==> config.mk <==
export PLATFORM = sky130hd
export DESIGN_NAME = pipeline_hazard_controller
export DESIGN_NICKNAME = d
export VERILOG_FILES = /design/src/rtl/hazard_pkg.sv /design/src/rtl/hazard_scoreboard.sv /design/src/rtl/pipeline_hazard_controller.sv
export SDC_FILE = /design/constraint.sdc
export NUM_CORES = 1
export LEC_CHECK = 0
export ABC_AREA = 1
export CORE_MARGIN = 3
export CORE_UTILIZATION = 27
export DETAILED_ROUTE_END_ITERATION = 16
export DONT_BUFFER_PORTS = 1
export PLACE_DENSITY_LB_ADDON = 0.2
export SYNTH_ARGS = -nofsm -noshare
export SYNTH_HDL_FRONTEND = slang
export SYNTH_SLANG_ARGS = --single-unit
export TNS_END_PERCENT = 30
==> constraint.sdc <==
create_clock -name clk -period 1.7 [get_ports clk]
set_input_delay 0.085 -clock clk [delete_from_list [all_inputs] [get_ports clk]]
set_output_delay 0.085 -clock clk [all_outputs]
set_load 0.01 [all_outputs]
==> src/rtl/hazard_pkg.sv <==
// Shared types and helpers for the pipeline hazard controller: forwarding-mux
// encodings, the scoreboard entry layout and the producer/consumer match rule.
package hazard_pkg;

  localparam logic [1:0] FWD_IDREG = 2'b00;
  localparam logic [1:0] FWD_EXMEM = 2'b01;
  localparam logic [1:0] FWD_MEMWB = 2'b10;

  typedef struct packed {
    logic       vld;
    logic [4:0] rd;
    logic       wr;
    logic       ld;
    logic [4:0] rs1;
    logic [4:0] rs2;
    logic       u1;
    logic       u2;
  } sb_entry_t;

  // x0 is hardwired, so it never names a real producer.
  function automatic logic sb_match(input sb_entry_t e, input logic [4:0] rs,
                                    input logic use_rs);
    return e.vld & e.wr & (e.rd == rs) & (rs != 5'd0) & use_rs;
  endfunction

endpackage

==> src/rtl/hazard_scoreboard.sv <==
// Three-entry (EX/MEM/WB) shift register shadowing the pipeline registers;
// a bubble empties the EX slot, a squash empties both EX and MEM slots.
module hazard_scoreboard
  import hazard_pkg::*;
(
  input  logic      clk,
  input  logic      reset,
  input  sb_entry_t id_entry,
  input  logic      bubble,
  input  logic      squash,
  output sb_entry_t ex_e,
  output sb_entry_t mem_e,
  output sb_entry_t wb_e
);

  // NOTE: non-blocking assignments so every stage samples its predecessor's
  // pre-edge value; blocking here would collapse the shift into one stage.
  always_ff @(posedge clk) begin
    if (reset) begin
      ex_e  <= '0;
      mem_e <= '0;
      wb_e  <= '0;
    end else begin
      wb_e  <= mem_e;
      mem_e <= squash ? '0 : ex_e;
      ex_e  <= (squash || bubble) ? '0 : id_entry;
    end
  end

endmodule

==> src/rtl/pipeline_hazard_controller.sv <==
// Hazard unit for the 5-stage RISC-V pipeline: load-use / no-forward stalls,
// redirect flushes, EX operand forwarding selects and saturating event counters.
module pipeline_hazard_controller
  import hazard_pkg::*;
#(
  parameter int FWD_EN = 1,
  parameter int CNT_W  = 16
) (
  input  logic             clk,
  input  logic             reset,
  input  logic             id_valid_i,
  input  logic [4:0]       id_rs1_i,
  input  logic [4:0]       id_rs2_i,
  input  logic             id_use_rs1_i,
  input  logic             id_use_rs2_i,
  input  logic [4:0]       id_rd_i,
  input  logic             id_reg_write_i,
  input  logic             id_mem_read_i,
  input  logic             redirect_i,
  output logic             pc_write_en_o,
  output logic             if_id_write_en_o,
  output logic             if_id_flush_o,
  output logic             id_ex_flush_o,
  output logic             ex_mem_flush_o,
  output logic [1:0]       fwd_a_sel_o,
  output logic [1:0]       fwd_b_sel_o,
  output logic [CNT_W-1:0] stall_cnt_o,
  output logic [CNT_W-1:0] flush_cnt_o
);

  sb_entry_t id_entry, ex_e, mem_e, wb_e;
  logic      id_u1, id_u2;
  logic      stall_raw, stall;
  logic      unused_bits;

  function automatic logic [1:0] pick(input sb_entry_t m, input sb_entry_t w,
                                      input logic [4:0] rs, input logic use_rs);
    if (sb_match(m, rs, use_rs))      return FWD_EXMEM;
    else if (sb_match(w, rs, use_rs)) return FWD_MEMWB;
    else                              return FWD_IDREG;
  endfunction

  assign id_u1 = id_valid_i & id_use_rs1_i;
  assign id_u2 = id_valid_i & id_use_rs2_i;

  assign id_entry = '{vld: id_valid_i, rd: id_rd_i,
                      wr: id_reg_write_i & (id_rd_i != 5'd0), ld: id_mem_read_i,
                      rs1: id_rs1_i, rs2: id_rs2_i, u1: id_use_rs1_i, u2: id_use_rs2_i};

  hazard_scoreboard u_scoreboard (
    .clk      (clk),
    .reset    (reset),
    .id_entry (id_entry),
    .bubble   (stall),
    .squash   (redirect_i),
    .ex_e     (ex_e),
    .mem_e    (mem_e),
    .wb_e     (wb_e)
  );

  // NOTE: every always_comb output gets a default first so no path infers a latch.
  always_comb begin
    stall_raw = 1'b0;
    if (FWD_EN != 0)
      stall_raw = (sb_match(ex_e, id_rs1_i, id_u1) | sb_match(ex_e, id_rs2_i, id_u2))
                  & ex_e.ld;
    else
      stall_raw = sb_match(ex_e,  id_rs1_i, id_u1) | sb_match(ex_e,  id_rs2_i, id_u2) |
                  sb_match(mem_e, id_rs1_i, id_u1) | sb_match(mem_e, id_rs2_i, id_u2);
  end

  // A redirect discards the stalled instruction anyway, so it overrides the stall.
  assign stall = stall_raw & ~redirect_i;

  assign pc_write_en_o    = ~stall;
  assign if_id_write_en_o = ~stall;
  assign if_id_flush_o    = redirect_i;
  assign id_ex_flush_o    = redirect_i | stall;
  assign ex_mem_flush_o   = redirect_i;

  always_comb begin
    fwd_a_sel_o = FWD_IDREG;
    fwd_b_sel_o = FWD_IDREG;
    if (FWD_EN != 0 && ex_e.vld) begin
      fwd_a_sel_o = pick(mem_e, wb_e, ex_e.rs1, ex_e.u1);
      fwd_b_sel_o = pick(mem_e, wb_e, ex_e.rs2, ex_e.u2);
    end
  end

  always_ff @(posedge clk) begin
    if (reset) begin
      stall_cnt_o <= '0;
      flush_cnt_o <= '0;
    end else begin
      if (stall && stall_cnt_o != {CNT_W{1'b1}})
        stall_cnt_o <= stall_cnt_o + CNT_W'(1);
      if (redirect_i && flush_cnt_o != {CNT_W{1'b1}})
        flush_cnt_o <= flush_cnt_o + CNT_W'(1);
    end
  end

  // Operand tags and load flags of the later stages have no consumer here.
  assign unused_bits = ^{mem_e.ld, mem_e.rs1, mem_e.rs2, mem_e.u1, mem_e.u2,
                         wb_e.ld, wb_e.rs1, wb_e.rs2, wb_e.u1, wb_e.u2};

endmodule

# Word-level counts from Yosys, hierarchy flattened
# Index checks and enable logic that the tools add are counted.
dict set report word_totals {
  wordCells 72
  inputBits 23
  output_inout_bits 41
  ff_bits 66
}
dict set report classes {
  addsub 2
  muxes 6
  bitwise 30
  n_eq_ne 8
  reduce_logical 10
}
# operator count
set op_table {}
lappend op_table {{16-bit by 1-bit adder with 16-bit output, second input constant} 2}
lappend op_table {{16-bit inequality test, second input constant} 2}
lappend op_table {{5-bit equality test} 6}
lappend op_table {{1-bit bitwise AND} 26}
lappend op_table {{5-bit nonzero test} 5}
lappend op_table {{2-bit 2-to-1 mux} 6}
lappend op_table {{2-bit OR reduction} 2}
lappend op_table {{1-bit logical AND} 2}
lappend op_table {{1-bit inverter} 2}
lappend op_table {{1-bit bitwise OR} 2}
lappend op_table {{1-bit logical OR} 1}

# Logic depth before layout (Yosys ltp)
# Gate-level depths: netlist of run 1.
dict set report depth {
  ltp_word 9
  mapped_depth 12
  mapped_depth_nobuf 11
}

# Modules after synthesis
# Synthesis of run 1 repeated with hierarchy kept, for this count alone.
dict set report hier_totals {
  hier_cells 571
  hier_area_um2 4191.5
}
# module instances area_each_um2 seq_area_each_um2 cells_per_inst
set by_module_without_submodules {}
lappend by_module_without_submodules {pipeline_hazard_controller 1 2477.4 640.6 381}
lappend by_module_without_submodules {hazard_scoreboard 1 1714.1 1201.2 190}

# Worst setup path before layout of run 1
# OpenSTA, ideal clock, no wires.
dict set report synth_timing {
  path_type {reg2reg}
  startpoint {reg stall_cnt_o[0]}
  endpoint {reg stall_cnt_o[6]}
  path_buffers 1
  required_ns 1.584
  path_slack_ns 0.112
  synth_period_minus_slack_ns 1.588
  t_arrival_ns 1.472
  stages_incl_launch_ff 12
  cell_sequence {dfxtp_1 > ha_1 > nand2_1 > inv_2 > nand2_1 > nor2_2 > nand4_2 > nand4_2 > buf_6 > nor2_1 > nor2_1 > nor2_2}
}
dict set report synth_between {
  elab_chain_cells 2
}
# element line
set synth_lines {}
lappend synth_lines {{start: declaration} pipeline_hazard_controller.sv:27} ;# output logic [CNT_W-1:0] stall_cnt_o,
lappend synth_lines {{start signal: assignment} pipeline_hazard_controller.sv:96} ;# stall_cnt_o <= stall_cnt_o + CNT_W'(1);
lappend synth_lines {{parallel branches: the longest is 2 deep, another holds 16-bit by 1-bit adder with 16-bit output} n/a}
# Parallel ways; which one is timed is not known.
# A chain may end at the register's enable or synchronous reset.

# Worst setup path after layout of run 1
dict set report layout_timing {
  startpoint {in id_rs2_i[2]}
  endpoint {out pc_write_en_o}
}
dict set report layout_between {
  elab_chain_cells 8
}
# element line
set layout_lines {}
lappend layout_lines {{start: declaration} pipeline_hazard_controller.sv:13} ;# input logic [4:0] id_rs2_i,
lappend layout_lines {{5-bit equality test} n/a}
lappend layout_lines {{1-bit bitwise AND} n/a}
lappend layout_lines {{1-bit bitwise AND * (2 in a row)} n/a}
lappend layout_lines {{1-bit bitwise OR *} n/a}
lappend layout_lines {{1-bit bitwise AND *} pipeline_hazard_controller.sv:66} ;# & ex_e.ld;
lappend layout_lines {{1-bit bitwise AND *} pipeline_hazard_controller.sv:73} ;# assign stall = stall_raw & ~redirect_i;
lappend layout_lines {{1-bit inverter *} n/a}
lappend layout_lines {{end: declaration} pipeline_hazard_controller.sv:20} ;# output logic pc_write_en_o,
# Every way passes the cells marked *; elsewhere a longest branch is shown, timed or not.

==> flow_summary.yaml, run 1 <==
clock_network:
  numCtsBuffers: 9
  cts_root_buffer: "clkbuf_16"
  cts_sinks: 66
  cts_tree: "done"
  clk_latency_ns: 0.33
  cts-htree-levels: 3
  max-clock-path-buffers: 2
  clkTransAtPathRegs_ns: 0.06
setup_path:
  crit_required_ns: 1.62
  critPathTopFamily: "buffers and inverters"
  cp-end-kind: "output port"
  worstPathMaxFanout: 3
  crit_top_cell: "nand2_2"
  path_cells: "dlygate4sd3_1, inv_1, nand2_2, nand2_2, nand2_1, nor2_1, nand3_2, a21oi_4, buf_12, nand2_4, buf_6"
  critical_path.max_stage_delay_ns: 0.56
  crit_type: "in -> out"
  critPathSlowestCell: "dlygate4sd3_1"
  worst-path-buf-inv: 4
  crit_arrival_ns: 1.66
  crit_path_start_kind: "primary input"
synthesis:
  synth_seq_cells: 66
  synth_area_leader_cell: "dfxtp_1"
  synth_flop_cell: "dfxtp_1"
  synth_commonest_cells: "nand2_1 (88), inv_1 (79), nor2_1 (79), dfxtp_1 (66), a21oi_1 (27)"
  synthesis.nets: 515
  ys_top_cells_by_area: "dfxtp_1 (39%), nand2_1 (9.8%), inv_1 (8.8%)"
  synthCells: 490
  synth_top_area_share: 0.390
  synth-edff-count: 0
  yosysWarnings: 0
  ys_seq_area_frac: 0.390
  async_flop_share: 0
  syn_avg_cell_area_um2: 6.91
  synth_most_common_cell: "nand2_1"
  synth.distinct_cells: 33
  syn-cell-area_um2: 3380
final_layout:
  nets: 586
  antenna_cells: 0
  final_layout_size_suffix_gt1_frac: 0.214
  area_growth_pct: 36.1
  utilization: 0.380
drt:
  wirelength_um: 9670
  vias_per_cell: 4.48
  drt_iter0_markers: 142
  vias: 3288
  ant_nets: 0
  wl_per_cell_um: 13.2
  drc: 0
  dr.pass1.iters: 4
sta:
  fin_hold_ws_ns: 0.00678
  worst_slack_ns: -0.0407
  finClkSkew_ns: 0.00584
  tightest_slew_ns: 1.08
  fin_tns_setup_ns: -0.0958
  maxSlewViolCount: 0
  fmax_mhz: 574
  min_period_ns: 1.74
  rsz0062_at_grt: "true"
  hold_viol_final: 0
  finalCritPeriodShare: 1.02
  relSlewSlack: 0.279
  final-setup-viol-count: 4
placed_design:
  pre_cts_slack_ns: 0.0303
  portBuffers: 0
  dp_hpwl_um: 7140
  gp_congestion: 0.856
die:
  start_util: 0.279
  core_area_um2: 12100
  dieHeight_um: 118
  fp.dieW_um: 118
  pin_count: 64
  fp.dieArea_um2: 13900
  rows: 40
power_and_ir_drop:
  vdd_ir_drop_max_uv: 318
  leakage_nw: 1.85
  powerDensity_nw_per_um2: 806
run:
  maxCapViolations: 0
global_routing:
  first_global_vias: 3428
  antenna_found_initial: 0
  overflow: 0
  grt_max_degree: 26
  grt_pass1_wl_um: 16400
  track_usage: 0.145
status:
  violations: "setup timing"
  status: "finished, violations left"
hold_path:
  hold_class: "in -> reg"
-- power breakdown --
part / switching [W] / internal, W
clock network: 0.000727 / 0.00115
logic: 0.000130 / 0.000107
registers: 0.0000288 / 0.00157
-- per-stage QoR --
| step | power (W) | cells | area (um^2) |
|---|---|---|---|
| 6_report | 0.00371 | 734 | 4610 |
| 5_1_grt | 0.00388 | 734 | 4610 |
| 4_1_cts | 0.00376 | 727 | 4420 |
| 3_5_place_dp | 0.00181 | 689 | 3860 |
| 3_3_place_gp | 0.00180 | 689 | 3860 |
| 2_1_floorplan | 0.00176 | 490 | 3380 |
-- metal layers --
metal | track usage | vias up | wire length (um)
met5 | 0 | - | 0
met3 | 0.0432 | 16 | 565
met4 | 0.0608 | 0 | 172
met2 | 0.234 | 70 | 4650
li1 | - | 1695 | -
met1 | 0.179 | 1507 | 4290
-- final cells by class --
class                   instances  area, um^2
fillers                      1316        7510
multi-input cells             327        1770
flip-flops and latches         66        1340
repair buffers                 75         672
inverters                      82         308
clock buffers                   9         225
well taps                     168         210
clock inverters                 7        77.6
-- kinds of logic after synthesis --
family / synth area share
compound gates: 0.0847
xor+xnor: 0.0673
fa+ha+maj: 0.00739
buf+inv: 0.121
flops: 0.390
simple gates: 0.330
-- cell usage in the layout, fill, tap and decap left out, types with 3 or more instances in the layout --
cell            n
nand2_1        83
inv_1          76
nor2_1         75
dfxtp_1        57
buf_4          46
a21oi_1        25
nand4_1        22
nand3_1        22
dlygate4sd3_1  21
xor2_1         14
nor3_1         13
xnor2_1        12
o21ai_0        11
clkbuf_16       9
nor2_2          7
inv_2           6
dfxtp_2         6
buf_6           5
nor3_2          4
o22ai_1         4
nand2_2         4
nand3_2         4
nand2_4         3
buf_12          3
dfxtp_4         3
-- timing repair --
| action | 4_1_cts | 5_1_grt |
|---|---|---|
| pin swaps | 5 | 15 |
| gates resized for setup | 11 | 42 |
| hold buffers | 21 | 0 |
| hold endpoints to repair | 45 | 0 |
| setup endpoints to repair | 5 | 35 |
| setup buffers | 1 | 7 |
-- registers in the layout (all words and copies together) (netlist names) --
signal and count:
u_scoreboard.mem_e 7, flush_cnt_o 16, u_scoreboard.wb_e 7, stall_cnt_o 16
u_scoreboard.ex_e 20
-- final timing paths --
check,start,to,slack (ns),cells after the start
setup / recovery,id_rs2_i[2],pc_write_en_o,-0.04,11
hold / removal,id_rd_i[0],u_scoreboard.ex_e[13],0.007,2
setup reg to reg,u_scoreboard.ex_e[19],stall_cnt_o[6],0.02,11
hold reg to reg,u_scoreboard.mem_e[19],u_scoreboard.wb_e[19],0.45,2
Note: power is estimated with default switching activity, not from simulation.
==> inputs of run 2 (changes only) <==
==> constraint.sdc (replaced) <==
create_clock -name clk -period 1.7 [get_ports clk]
set_input_delay 0 -clock clk [delete_from_list [all_inputs] [get_ports clk]]
set_output_delay 0 -clock clk [all_outputs]
set_load 0.01 [all_outputs]
==> run 2 against run 1 <==
The run now ends clean. Critical path depth shrank 7. Worst hold slack worse by 0.0065 ns. Final area is 2.5% lower. Clock-buffer cell count unchanged. Register-to-register slack better by 0.11 ns. Clock power about the same. Maximum frequency rose by 7.8%. First-iteration DRC count shrank 1.4%. Worst setup slack better by 0.13 ns. Combinational power shrank 5%. Largest power group unchanged. Highest routed layer unchanged.
==> flow_summary.yaml, run 2 (same netlist as run 1, synthesis figures left out) <==
drt:
  vias: 3207
  vias_per_cell: 4.41
  drc: 0
  dr.pass1.iters: 6
  wl_per_cell_um: 12.8
  ant_nets: 0
  drt_iter0_markers: 140
  wirelength_um: 9350
power_and_ir_drop:
  vdd_ir_drop_max_uv: 328
  powerDensity_nw_per_um2: 822
  leakage_nw: 1.81
hold_path:
  min_to: "ex_mem_flush_o"
  min_path_cells: 0
  hp-start: "redirect_i"
  hold_class: "in -> out"
setup_path:
  r2r_start: "u_scoreboard.ex_e[13]"
  crit_type: "reg -> out"
  worstPathMaxFanout: 4
  cp-end-kind: "output port"
  worst-path-buf-inv: 0
  ff2ff_setup_slack_ns: 0.13
  crit_required_ns: 1.70
  critPathTopFamily: "simple AND/OR/NAND/NOR gates"
  crit_path_start_kind: "register"
  reg2reg_depth: 10
  path_cells: "xnor2_1, nand4_1, nor4_1, and2_1"
  crit_arrival_ns: 1.61
  critical_path.max_stage_delay_ns: 0.42
  timing.rr.end: "stall_cnt_o[13]"
  critPathSlowestCell: "dfxtp_1"
final_layout:
  ff_latch_area_um2: 1340
  fin_cells: 728
  final.fill_count: 1287
  multi_input_area_um2: 1720
  nets: 580
  largestRegisters: "u_scoreboard.ex_e x20, flush_cnt_o x16, stall_cnt_o x16"
  final_cell_mix: "nand2_1 (85), inv_1 (77), nor2_1 (74), dfxtp_1 (56), buf_4 (42)"
  largest_reg_flops: 20
  area_growth_pct: 32.7
  final_common_cell: "nand2_1"
  final_layout_size_suffix_gt1_frac: 0.189
  top_register: "u_scoreboard.ex_e"
  utilization: 0.371
  antenna_cells: 0
sta:
  fin_tns_setup_ns: 0
  rsz0062_at_grt: "true"
  hold_viol_final: 0
  fmax_mhz: 619
  finClkSkew_ns: 0.00732
  tightest_slew_ns: 1.07
  finalCritPeriodShare: 0.950
  min_period_ns: 1.61
  relSlewSlack: 0.284
  final-setup-viol-count: 0
  maxSlewViolCount: 0
die:
  pin_count: 64
  rows: 40
  dieHeight_um: 118
  fp.dieArea_um2: 13900
  core_area_um2: 12100
  fp.dieW_um: 118
  start_util: 0.279
global_routing:
  grt_max_degree: 26
  antenna_found_initial: 0
  track_usage: 0.139
  first_global_vias: 3231
  grt_pass1_wl_um: 15900
  overflow: 0
clock_network:
  clk_latency_ns: 0.32
  clkTransAtPathRegs_ns: 0.06
  max-clock-path-buffers: 2
  numCtsBuffers: 9
  cts_tree: "done"
  cts-htree-levels: 3
  cts_sinks: 66
  cts_root_buffer: "clkbuf_16"
status:
  status: "finished, final reports clean"
placed_design:
  portBuffers: 0
  gp_congestion: 0.879
  place_inst: 687
  dp_hpwl_um: 6950
run:
  maxCapViolations: 0
-- run 2: changes by cell type in the layout (fill, tap and decap cells not counted), sizes merged --
cell / previous run / this run
buf: 54 / 47
clkinv: 3 / 4
dlygate4sd3: 21 / 22
inv: 84 / 83
-- run 2: layout make-up --
type / instances / share of cell area
Tap cell: 168 / 0.0468
Multi-Input combinational cell: 327 / 0.383
Inverter: 82 / 0.0685
Sequential cell: 66 / 0.297
Clock buffer: 9 / 0.0501
Timing Repair Buffer: 69 / 0.136
Clock inverter: 7 / 0.0173
-- run 2: timing repair --
action | CTS | global route
buffers inserted | 2 | 1
pin swaps | 0 | 9
resized for setup | 4 | 33
hold buffers | 21 | 1
hold endpoints to repair | 45 | 1
setup endpoints to repair | 4 | 30
cloned | 0 | 0
-- run 2: worst max path at each step --
stage,startpoint,cells past startpoint,endpoint
6_report,u_scoreboard.ex_e[5],4,fwd_b_sel_o[0]
5_1_grt,u_scoreboard.ex_e[8],6,fwd_a_sel_o[0]
4_1_cts,u_scoreboard.ex_e[19],8,id_ex_flush_o
3_5_place_dp,u_scoreboard.ex_e[19],10,stall_cnt_o[6]
3_3_place_gp,u_scoreboard.ex_e[13],10,stall_cnt_o[6]
2_1_floorplan,stall_cnt_o[0],11,stall_cnt_o[6]
-- run 2: power breakdown --
part	total [W]	internal (W)	leakage [nW]	switching [W]
Sequential	0.00160	0.00158	0.540	0.0000284
Clock	0.00186	0.00114	0.146	0.000718
Combinational	0.000226	0.000101	1.13	0.000125
-- run 2: per-layer routing --
metal | up-vias | wire [um] | global-route usage
met5 | - | 0 | 0
met4 | 0 | 110 | 0.0396
met3 | 8 | 465 | 0.0365
met2 | 74 | 4410 | 0.233
met1 | 1443 | 4360 | 0.176
li1 | 1682 | - | -
-- run 2: metrics by stage --
stage / power, W / hold WS [ns] / setup WS [ns] / area (um^2)
global placement: 0.00180 / 0.000304 / 0.121 / 3850
floorplan: 0.00176 / 0.0918 / 0.112 / 3380
CTS: 0.00374 / 0.000292 / 0.0192 / 4390
detailed placement: 0.00180 / 0.000292 / 0.0882 / 3850
global route: 0.00387 / 0.0000244 / -0.0183 / 4490
finish: 0.00369 / 0.000287 / 0.0857 / 4490
